<file path="src/rtl/perf_counter_arbiter_if.sv">
// Purpose : CPU/debug requester, snapshot and counter-bank signals of perf_counter_arbiter.
// Latency : n/a (signal bundle only).
// Backpressure: requests are held by the requester until its one-cycle resp pulse.
interface perf_counter_arbiter_if;
    logic        cpu_read;
    logic        cpu_clear;
    logic [4:0]  cpu_addr;
    logic [31:0] cpu_rdata;
    logic        cpu_resp;

    logic        dbg_read;
    logic        dbg_clear;
    logic [4:0]  dbg_addr;
    logic [31:0] dbg_rdata;
    logic        dbg_resp;

    logic        snap;
    logic        snap_busy;

    logic [4:0]  pc_read_src;
    logic        pc_clear;
    logic [31:0] pc_read_data;

    // Arbiter side
    modport slave (
        input  cpu_read, cpu_clear, cpu_addr,
        output cpu_rdata, cpu_resp,
        input  dbg_read, dbg_clear, dbg_addr,
        output dbg_rdata, dbg_resp,
        input  snap,
        output snap_busy,
        output pc_read_src, pc_clear,
        input  pc_read_data
    );

    // Requester / counter-bank side
    modport master (
        output cpu_read, cpu_clear, cpu_addr,
        input  cpu_rdata, cpu_resp,
        output dbg_read, dbg_clear, dbg_addr,
        input  dbg_rdata, dbg_resp,
        output snap,
        input  snap_busy,
        input  pc_read_src, pc_clear,
        output pc_read_data
    );
endinterface

</file>
<file path="src/rtl/perf_counter_arbiter.sv">
// Purpose : round-robin CPU/debug access to a perf counter bank, optional snapshot shadow (PERF_SNAPSHOT_EN).
// Latency : request sampled in IDLE -> resp two cycles later; one IDLE cycle between transactions.
// Backpressure: requesters hold their request until resp; they also wait while a snapshot scan runs.
module perf_counter_arbiter #(
    parameter int NUM_COUNTERS = 9
) (
    input  logic                 clk,
    input  logic                 rst,
    perf_counter_arbiter_if.slave bus
);

`ifdef PERF_SNAPSHOT_EN
    localparam bit SNAP_EN = 1'b1;
`else
    localparam bit SNAP_EN = 1'b0;
`endif

    localparam logic [4:0] NC = 5'(NUM_COUNTERS);

    typedef enum logic [1:0] {IDLE, ACCESS, RESP, SCAN} state_t;

    state_t      r_state;
    logic        r_owner;        // 1 = debug requester owns the current transaction
    logic [4:0]  r_addr;
    logic        r_rr;           // 1 = debug preferred on the next tie
    logic [4:0]  r_scan_idx;
    logic [4:0]  r_pc_read_src;
    logic        r_pc_clear;     // latched clear op, already qualified by address range
    logic [31:0] r_data;
    logic        r_cpu_resp;
    logic        r_dbg_resp;

    logic        w_cpu_req;
    logic        w_dbg_req;
    logic        w_pick_dbg;
    logic [4:0]  w_pick_addr;
    logic        w_pick_clr;
    logic        w_acc_shadow;
    logic [31:0] w_shadow_dat;
    logic        w_snap_pending;

    // Addresses 16+i map onto the shadow copy of counter i when the snapshot feature is built.
    function automatic logic in_shadow(input logic [4:0] a);
        return SNAP_EN && a[4] && ({1'b0, a[3:0]} < NC);
    endfunction

    assign w_cpu_req    = bus.cpu_read | bus.cpu_clear;
    assign w_dbg_req    = bus.dbg_read | bus.dbg_clear;
    assign w_pick_dbg   = w_dbg_req & (~w_cpu_req | r_rr);
    assign w_pick_addr  = w_pick_dbg ? bus.dbg_addr  : bus.cpu_addr;
    assign w_pick_clr   = w_pick_dbg ? bus.dbg_clear : bus.cpu_clear;
    assign w_acc_shadow = in_shadow(r_addr);

`ifdef PERF_SNAPSHOT_EN
    logic        r_snap_pend;
    logic [31:0] r_shadow [16];

    // Pending snapshot flag: set by a snap pulse, consumed when IDLE launches the scan.
    always_ff @(posedge clk or posedge rst) begin
        if (rst) begin
            r_snap_pend <= 1'b0;
        end else if (r_state == IDLE && r_snap_pend) begin
            r_snap_pend <= 1'b0;
        end else if (bus.snap && r_state != SCAN) begin
            r_snap_pend <= 1'b1;
        end
    end

    // Shadow capture: scan cycle i copies the live value of counter i.
    always_ff @(posedge clk or posedge rst) begin
        if (rst) begin
            for (int i = 0; i < 16; i++) r_shadow[i] <= '0;
        end else if (r_state == SCAN) begin
            r_shadow[r_scan_idx[3:0]] <= bus.pc_read_data;
        end
    end

    assign w_snap_pending = r_snap_pend;
    assign w_shadow_dat   = r_shadow[r_addr[3:0]];
    assign bus.snap_busy  = r_snap_pend | (r_state == SCAN);
`else
    logic w_unused_snap;
    assign w_unused_snap  = bus.snap;
    assign w_snap_pending = 1'b0;
    assign w_shadow_dat   = '0;
    assign bus.snap_busy  = 1'b0;
`endif

    // Main FSM: arbitration, counter access, response pulse and snapshot scan.
    always_ff @(posedge clk or posedge rst) begin
        if (rst) begin
            r_state       <= IDLE;
            r_owner       <= 1'b0;
            r_addr        <= '0;
            r_rr          <= 1'b0;
            r_scan_idx    <= '0;
            r_pc_read_src <= '0;
            r_pc_clear    <= 1'b0;
            r_data        <= '0;
            r_cpu_resp    <= 1'b0;
            r_dbg_resp    <= 1'b0;
        end else begin
            r_pc_read_src <= '0;
            r_pc_clear    <= 1'b0;
            r_cpu_resp    <= 1'b0;
            r_dbg_resp    <= 1'b0;
            case (r_state)
                IDLE: begin
                    if (w_snap_pending) begin
                        r_state    <= SCAN;
                        r_scan_idx <= '0;
                    end else if (w_cpu_req || w_dbg_req) begin
                        r_state       <= ACCESS;
                        r_owner       <= w_pick_dbg;
                        r_addr        <= w_pick_addr;
                        r_pc_read_src <= in_shadow(w_pick_addr) ? 5'd0 : w_pick_addr;
                        r_pc_clear    <= w_pick_clr && (w_pick_addr < NC);
                    end
                end
                ACCESS: begin
                    if (w_acc_shadow)
                        r_data <= w_shadow_dat;
                    else if (r_addr < NC)
                        r_data <= bus.pc_read_data;
                    else
                        r_data <= '0;
                    r_cpu_resp <= ~r_owner;
                    r_dbg_resp <= r_owner;
                    r_state    <= RESP;
                end
                RESP: begin
                    r_rr    <= ~r_owner;
                    r_state <= IDLE;
                end
                SCAN: begin
                    if (r_scan_idx == NC - 5'd1) begin
                        r_state <= IDLE;
                    end else begin
                        r_scan_idx    <= r_scan_idx + 5'd1;
                        r_pc_read_src <= r_scan_idx + 5'd1;
                    end
                end
                default: r_state <= IDLE;
            endcase
        end
    end

    assign bus.pc_read_src = r_pc_read_src;
    assign bus.pc_clear    = r_pc_clear;
    assign bus.cpu_resp    = r_cpu_resp;
    assign bus.dbg_resp    = r_dbg_resp;
    assign bus.cpu_rdata   = r_cpu_resp ? r_data : '0;
    assign bus.dbg_rdata   = r_dbg_resp ? r_data : '0;

endmodule

</file>
<file path="src/flat_wrapper.sv">
// flat-port wrapper written by rule: the top's interface ports become plain ports
module perf_counter_arbiter_flat 
#(
    parameter int NUM_COUNTERS = 9
)
  (clk, rst, bus_cpu_read, bus_cpu_clear, bus_cpu_addr, bus_cpu_rdata, bus_cpu_resp, bus_dbg_read, bus_dbg_clear, bus_dbg_addr, bus_dbg_rdata, bus_dbg_resp, bus_snap, bus_snap_busy, bus_pc_read_src, bus_pc_clear, bus_pc_read_data);
  perf_counter_arbiter_if bus_i ();
  input  logic clk;
  input  logic rst;
  input wire logic [$bits(bus_i.cpu_read)-1:0] bus_cpu_read;
  input wire logic [$bits(bus_i.cpu_clear)-1:0] bus_cpu_clear;
  input wire logic [$bits(bus_i.cpu_addr)-1:0] bus_cpu_addr;
  output wire logic [$bits(bus_i.cpu_rdata)-1:0] bus_cpu_rdata;
  output wire logic [$bits(bus_i.cpu_resp)-1:0] bus_cpu_resp;
  input wire logic [$bits(bus_i.dbg_read)-1:0] bus_dbg_read;
  input wire logic [$bits(bus_i.dbg_clear)-1:0] bus_dbg_clear;
  input wire logic [$bits(bus_i.dbg_addr)-1:0] bus_dbg_addr;
  output wire logic [$bits(bus_i.dbg_rdata)-1:0] bus_dbg_rdata;
  output wire logic [$bits(bus_i.dbg_resp)-1:0] bus_dbg_resp;
  input wire logic [$bits(bus_i.snap)-1:0] bus_snap;
  output wire logic [$bits(bus_i.snap_busy)-1:0] bus_snap_busy;
  output wire logic [$bits(bus_i.pc_read_src)-1:0] bus_pc_read_src;
  output wire logic [$bits(bus_i.pc_clear)-1:0] bus_pc_clear;
  input wire logic [$bits(bus_i.pc_read_data)-1:0] bus_pc_read_data;
  assign bus_i.cpu_read = bus_cpu_read;
  assign bus_i.cpu_clear = bus_cpu_clear;
  assign bus_i.cpu_addr = bus_cpu_addr;
  assign bus_cpu_rdata = bus_i.cpu_rdata;
  assign bus_cpu_resp = bus_i.cpu_resp;
  assign bus_i.dbg_read = bus_dbg_read;
  assign bus_i.dbg_clear = bus_dbg_clear;
  assign bus_i.dbg_addr = bus_dbg_addr;
  assign bus_dbg_rdata = bus_i.dbg_rdata;
  assign bus_dbg_resp = bus_i.dbg_resp;
  assign bus_i.snap = bus_snap;
  assign bus_snap_busy = bus_i.snap_busy;
  assign bus_pc_read_src = bus_i.pc_read_src;
  assign bus_pc_clear = bus_i.pc_clear;
  assign bus_i.pc_read_data = bus_pc_read_data;
  perf_counter_arbiter #(.NUM_COUNTERS(NUM_COUNTERS)) u_core (.clk(clk), .rst(rst), .bus(bus_i));
endmodule
</file>
<file path="config.mk">
export PLATFORM = sky130hd
export DESIGN_NAME = perf_counter_arbiter_flat
export DESIGN_NICKNAME = d
export VERILOG_FILES = /design/src/rtl/perf_counter_arbiter_if.sv /design/src/rtl/perf_counter_arbiter.sv /design/src/flat_wrapper.sv
export SDC_FILE = /design/constraint.sdc
export NUM_CORES = 1
export LEC_CHECK = 0
export BUFFER_PORTS_ARGS = -buffer_cell sky130_fd_sc_hd__buf_2
export CAP_MARGIN = 15
export CORE_UTILIZATION = 23
export CTS_CLUSTER_DIAMETER = 100
export DETAILED_ROUTE_END_ITERATION = 6
export PLACE_DENSITY = 0.42
export SETUP_SLACK_MARGIN = 0.15
export SLEW_MARGIN = 20
export SYNTH_ARGS = -nofsm -noshare
export SYNTH_HDL_FRONTEND = slang
export SYNTH_SLANG_ARGS = --single-unit
</file>
<file path="constraint.sdc">
create_clock -name clk -period 1.9 [get_ports clk]
set_clock_uncertainty 0.1 [all_clocks]
set_input_delay 0.19 -clock clk [delete_from_list [all_inputs] [get_ports clk]]
set_output_delay 0.19 -clock clk [all_outputs]
set_load 0.01 [all_outputs]
</file>
# Yosys cells after proc, flatten, opt, wreduce, memory -nomap -nowiden
# Cells that the tools add are included.
[totals]
ff_bits = 54
input_bits = 49
output_inout_bits = 73
word_cells = 47
[classes]
n_addsub = 1
order_cmp = 2
eq_ne = 6
n_mux = 15
bitwise = 7
n_reduce_logical = 6
[op_table]
columns = ["op", "n"]
rows = [
  ["$mux 32", 3],
  ["$mux 5", 3],
  ["$lt 5x4->1 const B", 2],
  ["$pmux 5 s2", 1],
  ["$pmux 2 s4", 1],
  ["$reduce_and 2->1", 3],
  ["$add 5x1->5 const B", 1],
  ["$eq 5x4->1 const B", 1],
  ["$mux 1", 5],
  ["$eq 2x2->1 const B", 2],
  ["$mux 2", 2],
  ["$ne 2x1->1 const B", 2],
  ["$not 1->1", 3],
  ["$or 1x1->1", 3],
  ["$eq 2x1->1 const B", 1],
  ["$logic_not 2->1", 1],
  ["$and 1x1->1", 1],
  ["$logic_and 1x1->1", 1],
  ["$logic_or 1x1->1", 1],
]

# Logic depth before layout (Yosys ltp)
[depth]
word_depth = 9
mapped_depth = 7
depth_no_buf = 6

# Worst setup path after synthesis
# OpenSTA, ideal clock, no wires.
[synth_path]
path_type = "register to register"
from = "register u_core.r_scan_idx[0]"
to = "register u_core.r_state[1]"
setup_time_ps = 127
arrival_ps = 1411
required_ps = 1673
setup_slack_ps = 261
stages_incl_launch_ff = 8
period_less_slack_ps = 1639
cell_sequence = "dfrtp_1 > inv_1 > ha_1 > nor4bb_1 > nor2b_1 > buf_6 > a21oi_2 > mux2_1"
[synth_via]
elab_chain_len = 3
[synth_rtl]
columns = ["item", "line_no", "source"]
rows = [
  ["start: declaration", "perf_counter_arbiter.sv:26", "logic [4:0] r_scan_idx;"],
  ["start signal: assignment", "perf_counter_arbiter.sv:139", "r_scan_idx <= r_scan_idx + 5'd1;"],
  ["$eq 5x4->1", "perf_counter_arbiter.sv:136", "if (r_scan_idx == NC - 5'd1) begin"],
  ["$ne 2x1->1 (no line)", "--", ""],
  ["$reduce_and 2->1 (no line)", "--", ""],
  ["end signal: assignment", "perf_counter_arbiter.sv:133", "r_state <= IDLE;"],
  ["end signal: assignment", "perf_counter_arbiter.sv:137", "r_state <= IDLE;"],
  ["end signal: assignment", "perf_counter_arbiter.sv:143", "default: r_state <= IDLE;"],
  ["end: declaration", "perf_counter_arbiter.sv:22", "state_t r_state;"],
]
# Every way passes these cells.
# A chain may end at the register's enable or synchronous reset.

# Worst setup path in the final report
# Ends and elaborated chain as after synthesis.

==> impl_metrics.yaml <==
sta:
  fmax_ghz: 0.618
  fin_tns_setup_ps: 0
  period_needed_ps: 1620
  holdWs_ps: 5.33
  post-route-worst-setup-slack_ps: 281
  report.final.slew_viol_count: 0
  final_min_period_over_clock_period_pct: 85.2
  final-setup-viol-count: 0
  finalHoldViolations: 0
  unrepaired_setup_endpoints_after_global_routing: "no"
worst_setup_path:
  regToRegStartpoint: "u_core.r_scan_idx[0]"
  cp-startpoint: "u_core.r_scan_idx[0]"
  crit_path_end_kind: "flip-flop"
  timing.critical_path.to: "u_core.r_state[1]"
  cp_max_fo: 5
  worst_path_largest_cell_delay_ps: 390
  cpMaxStageDelayCell: "sky130_fd_sc_hd__dfrtp_1"
  worstPathArrival_ps: 1690
  path_buf_inv: 1
  r2r.worst_path.cells: 6
  worstPathCellList: "inv_1 > ha_1 > nor4bb_2 > nor2b_2 > a21oi_2 > mux2_1"
  crit_path_start_kind: "flip-flop"
  cpLargestDelayFamily: "flip-flops"
  setup.reg_to_reg.worst_slack_ps: 280
  worst-setup-path-type: "flip-flop to flip-flop"
  reg2reg_to: "u_core.r_state[1]"
  cp.depth: 6
  data_required_critical_path_ps: 1980
hold_path:
  hold_path_class: "primary input to flip-flop"
logic_synthesis:
  netlist.top_cell.by_area: "sky130_fd_sc_hd__dfrtp_1"
  yosys-mux-area-fraction_pct: 2.90
  synth_top_family_by_area: "simple AND/OR/NAND/NOR gates"
  ys_dominant_reg_cell: "sky130_fd_sc_hd__dfrtp_1"
  synth_cell_type_count: 34
  synth_area_leaders: "sky130_fd_sc_hd__dfrtp_1 48%, sky130_fd_sc_hd__and2_1 14%, sky130_fd_sc_hd__nand2_1 5.5%"
  synth.net_count: 363
  synth_area_per_cell_um2: 9.15
  synth-async-reset-ratio_pct: 100
  synth_edf_count: 0
  synth-simple-area-share_pct: 24.2
  ys_warn_count: 0
  synthesis.instances: 307
  synthesized_area_fraction_occupied_by_adder_cells_pct: 3.12
  synth-compound-area-share_pct: 10.6
  mapped_cell_area_um2: 2810
  synth-seq-cells: 54
  seq_area_frac_synth_pct: 48.1
  synth_xor_area_share_pct: 2.18
  synth_top_area_share_pct: 48.1
place:
  detailed_placer_s_ending_hpwl_um: 5190
  buffer_ports.inserted: 119
  place.gp.congestion: 0.718
  placement.setup.worst_slack_ps: 175
cts:
  cts_num_sinks: 54
  cts.reportedPaths.clkPinSlew_ps: 70
  clockRootBuffer: "sky130_fd_sc_hd__clkbuf_16"
  cts_max_path_buffers: 2
  insertion_delay_ps: 290
  cts_htree_levels: 2
  cts-buffers-inserted: 5
  tritoncts_clock_tree: "built"
power:
  cellLeakagePower_nw: 1.99
  worst_voltage_drop_across_the_vdd_grid_mv: 0.448
  total_power_density_per_cell_area_nw_per_um2: 1300
global_routing:
  global_route.peak_usage_layer: "met2"
  globalRouteMet2Util_pct: 18.3
  grt_max_degree: 35
  number_of_antenna_violations_at_the_first_check_in_global_routing: 0
  met1_grt_util_pct: 14.2
  first_global_vias: 2256
  gr-total-overflow: 0
  gr-usage-met3_pct: 2.48
  grt_first_pass_wirelength_um: 11000
  overall_global_routing_resource_usage_pct: 10.9
floorplan:
  die_height_um: 113
  fp.dieW_um: 113
  dieArea_um2: 12700
  initial_utilization_pct: 24.1
  core_region_area_um2: 11700
  io_pins: 122
  core.rowCount: 39
routing:
  first_pass_detailed_route_iteration_total: 4
  detail-route-antenna-nets: 0
  routedWlPerCell_um: 11.6
  drcViolationCount: 0
  route.detailed.vias_per_inst: 4.08
  routed_wl_um: 6670
  dr.first_iter.drc_count: 52
  num_vias: 2341
finish:
  antenna_cells_inserted: 0
  fraction_of_layout_instances_using_a_drive_strength_above_1_pct: 33.6
  layout.core_utilization_pct: 32.3
  number_of_nets_in_the_layout: 486
  syn_to_final_growth_pct: 34.1
flow_run:
  max_cap_viol_count: 0
outcome:
  run_status: "finished, final reports clean"
[worst register-to-register path, stage by stage (launching register included)]
cell and delay (ps):
sky130_fd_sc_hd__dfrtp_1 390, sky130_fd_sc_hd__inv_1 100, sky130_fd_sc_hd__ha_1 150, sky130_fd_sc_hd__nor4bb_2 220, sky130_fd_sc_hd__nor2b_2 110, sky130_fd_sc_hd__a21oi_2 120, sky130_fd_sc_hd__mux2_1 320
[synthesized netlist by cell type, types with 2 or more instances]
cell,instances
sky130_fd_sc_hd__o21ai_0,21
sky130_fd_sc_hd__o22ai_1,5
sky130_fd_sc_hd__dfrtp_1,54
sky130_fd_sc_hd__nor2b_1,2
sky130_fd_sc_hd__xnor2_1,5
sky130_fd_sc_hd__buf_4,2
sky130_fd_sc_hd__inv_1,39
sky130_fd_sc_hd__ha_1,7
sky130_fd_sc_hd__nand4_1,2
sky130_fd_sc_hd__nand2b_1,2
sky130_fd_sc_hd__buf_6,4
sky130_fd_sc_hd__a21oi_1,3
sky130_fd_sc_hd__xor2_1,2
sky130_fd_sc_hd__clkbuf_1,9
sky130_fd_sc_hd__or3_1,2
sky130_fd_sc_hd__and2_1,65
sky130_fd_sc_hd__o21ai_1,19
sky130_fd_sc_hd__mux2i_1,7
sky130_fd_sc_hd__nand3_1,2
sky130_fd_sc_hd__nand2_1,41
[how the worst min path moves through the flow]
stage,from,endpoint,slack (ps),cells past startpoint
detailed placement,rst,u_core.bus.dbg_resp,120,2
global route,bus_pc_read_data[19],u_core.r_data[19],10,3
floorplan,bus_pc_read_data[0],u_core.r_data[0],210,2
finish,bus_pc_read_data[6],u_core.r_data[6],5,3
global placement,rst,u_core.bus.dbg_resp,120,2
CTS,bus_pc_read_data[6],u_core.r_data[6],1,3
[per-layer routing]
metal  wire length, µm  share of wire [%]
met5                 0                  0
met4                49               0.74
met3               354                5.3
met2              3050                 46
met1              3220                 48
[layout by cell type, fill, tap and decap left out, drive strengths merged, types with 2 or more instances in the layout]
cell type,n
buf,129
and2,65
dfrtp,54
nand2,41
inv,40
o21ai,40
mux2i,7
ha,7
o22ai,6
xnor2,5
clkbuf,5
a21oi,4
dlygate4sd3,3
nand2b,2
nand4,2
nand3,2
xor2,2
or3,2
nor2b,2
[metrics by stage]
step	cell area [µm²]	cells	power [mW]
floorplan	2810	307	3.26
global placement	3550	562	3.89
detailed placement	3550	562	3.93
CTS	3750	573	4.99
global route	3770	574	5.35
finish	3770	574	4.89
[what timing repair did]
action,4_1_cts,5_1_grt
buffers inserted,0,1
endpoints found under the hold margin,20,0
hold buffers,3,0
gates resized for setup,1,1
endpoints found under the setup margin,1,4
cloned,0,0
pin swaps,0,0
[power breakdown]
group	switching, mW	leakage, nW	internal, mW	total, mW
sequential	0.322	0.702	1.58	1.91
clock	0.409	0.0842	0.624	1.03
combinational	1.11	1.21	0.849	1.95
total	1.84	1.99	3.06	4.89
[state kept, by name, indices dropped and copies added, names as in the netlist]
register / count
u_core.bus.pc_clear: 1
u_core.bus.pc_read_src: 5
u_core.bus.cpu_resp: 1
u_core.bus.dbg_resp: 1
u_core.r_owner: 1
u_core.r_state: 2
u_core.r_rr: 1
u_core.r_scan_idx: 5
u_core.r_addr: 5
u_core.r_data: 32
[cell type report]
cell class / instances / area (µm²)
clock buffers: 5 / 125
clock inverters: 3 / 43.8
fillers: 1227 / 7900
inverters: 39 / 146
multi-input cells: 198 / 1220
flip-flops and latches: 54 / 1350
well taps: 143 / 179
repair buffers: 132 / 701
[logic make-up (layout without fill, tap and decap cells)]
logic type / Yosys count / in the layout
AND/OR/NAND/NOR: 122 / 122
buffers and inverters: 55 / 179
flip-flops: 54 / 54
AO/OA/AOI/OAI: 53 / 53
multiplexers: 8 / 8
adder cells (fa/ha/maj): 7 / 7
XOR/XNOR: 7 / 7
other: 1 / 1
Power figures use the tool's default switching activity.
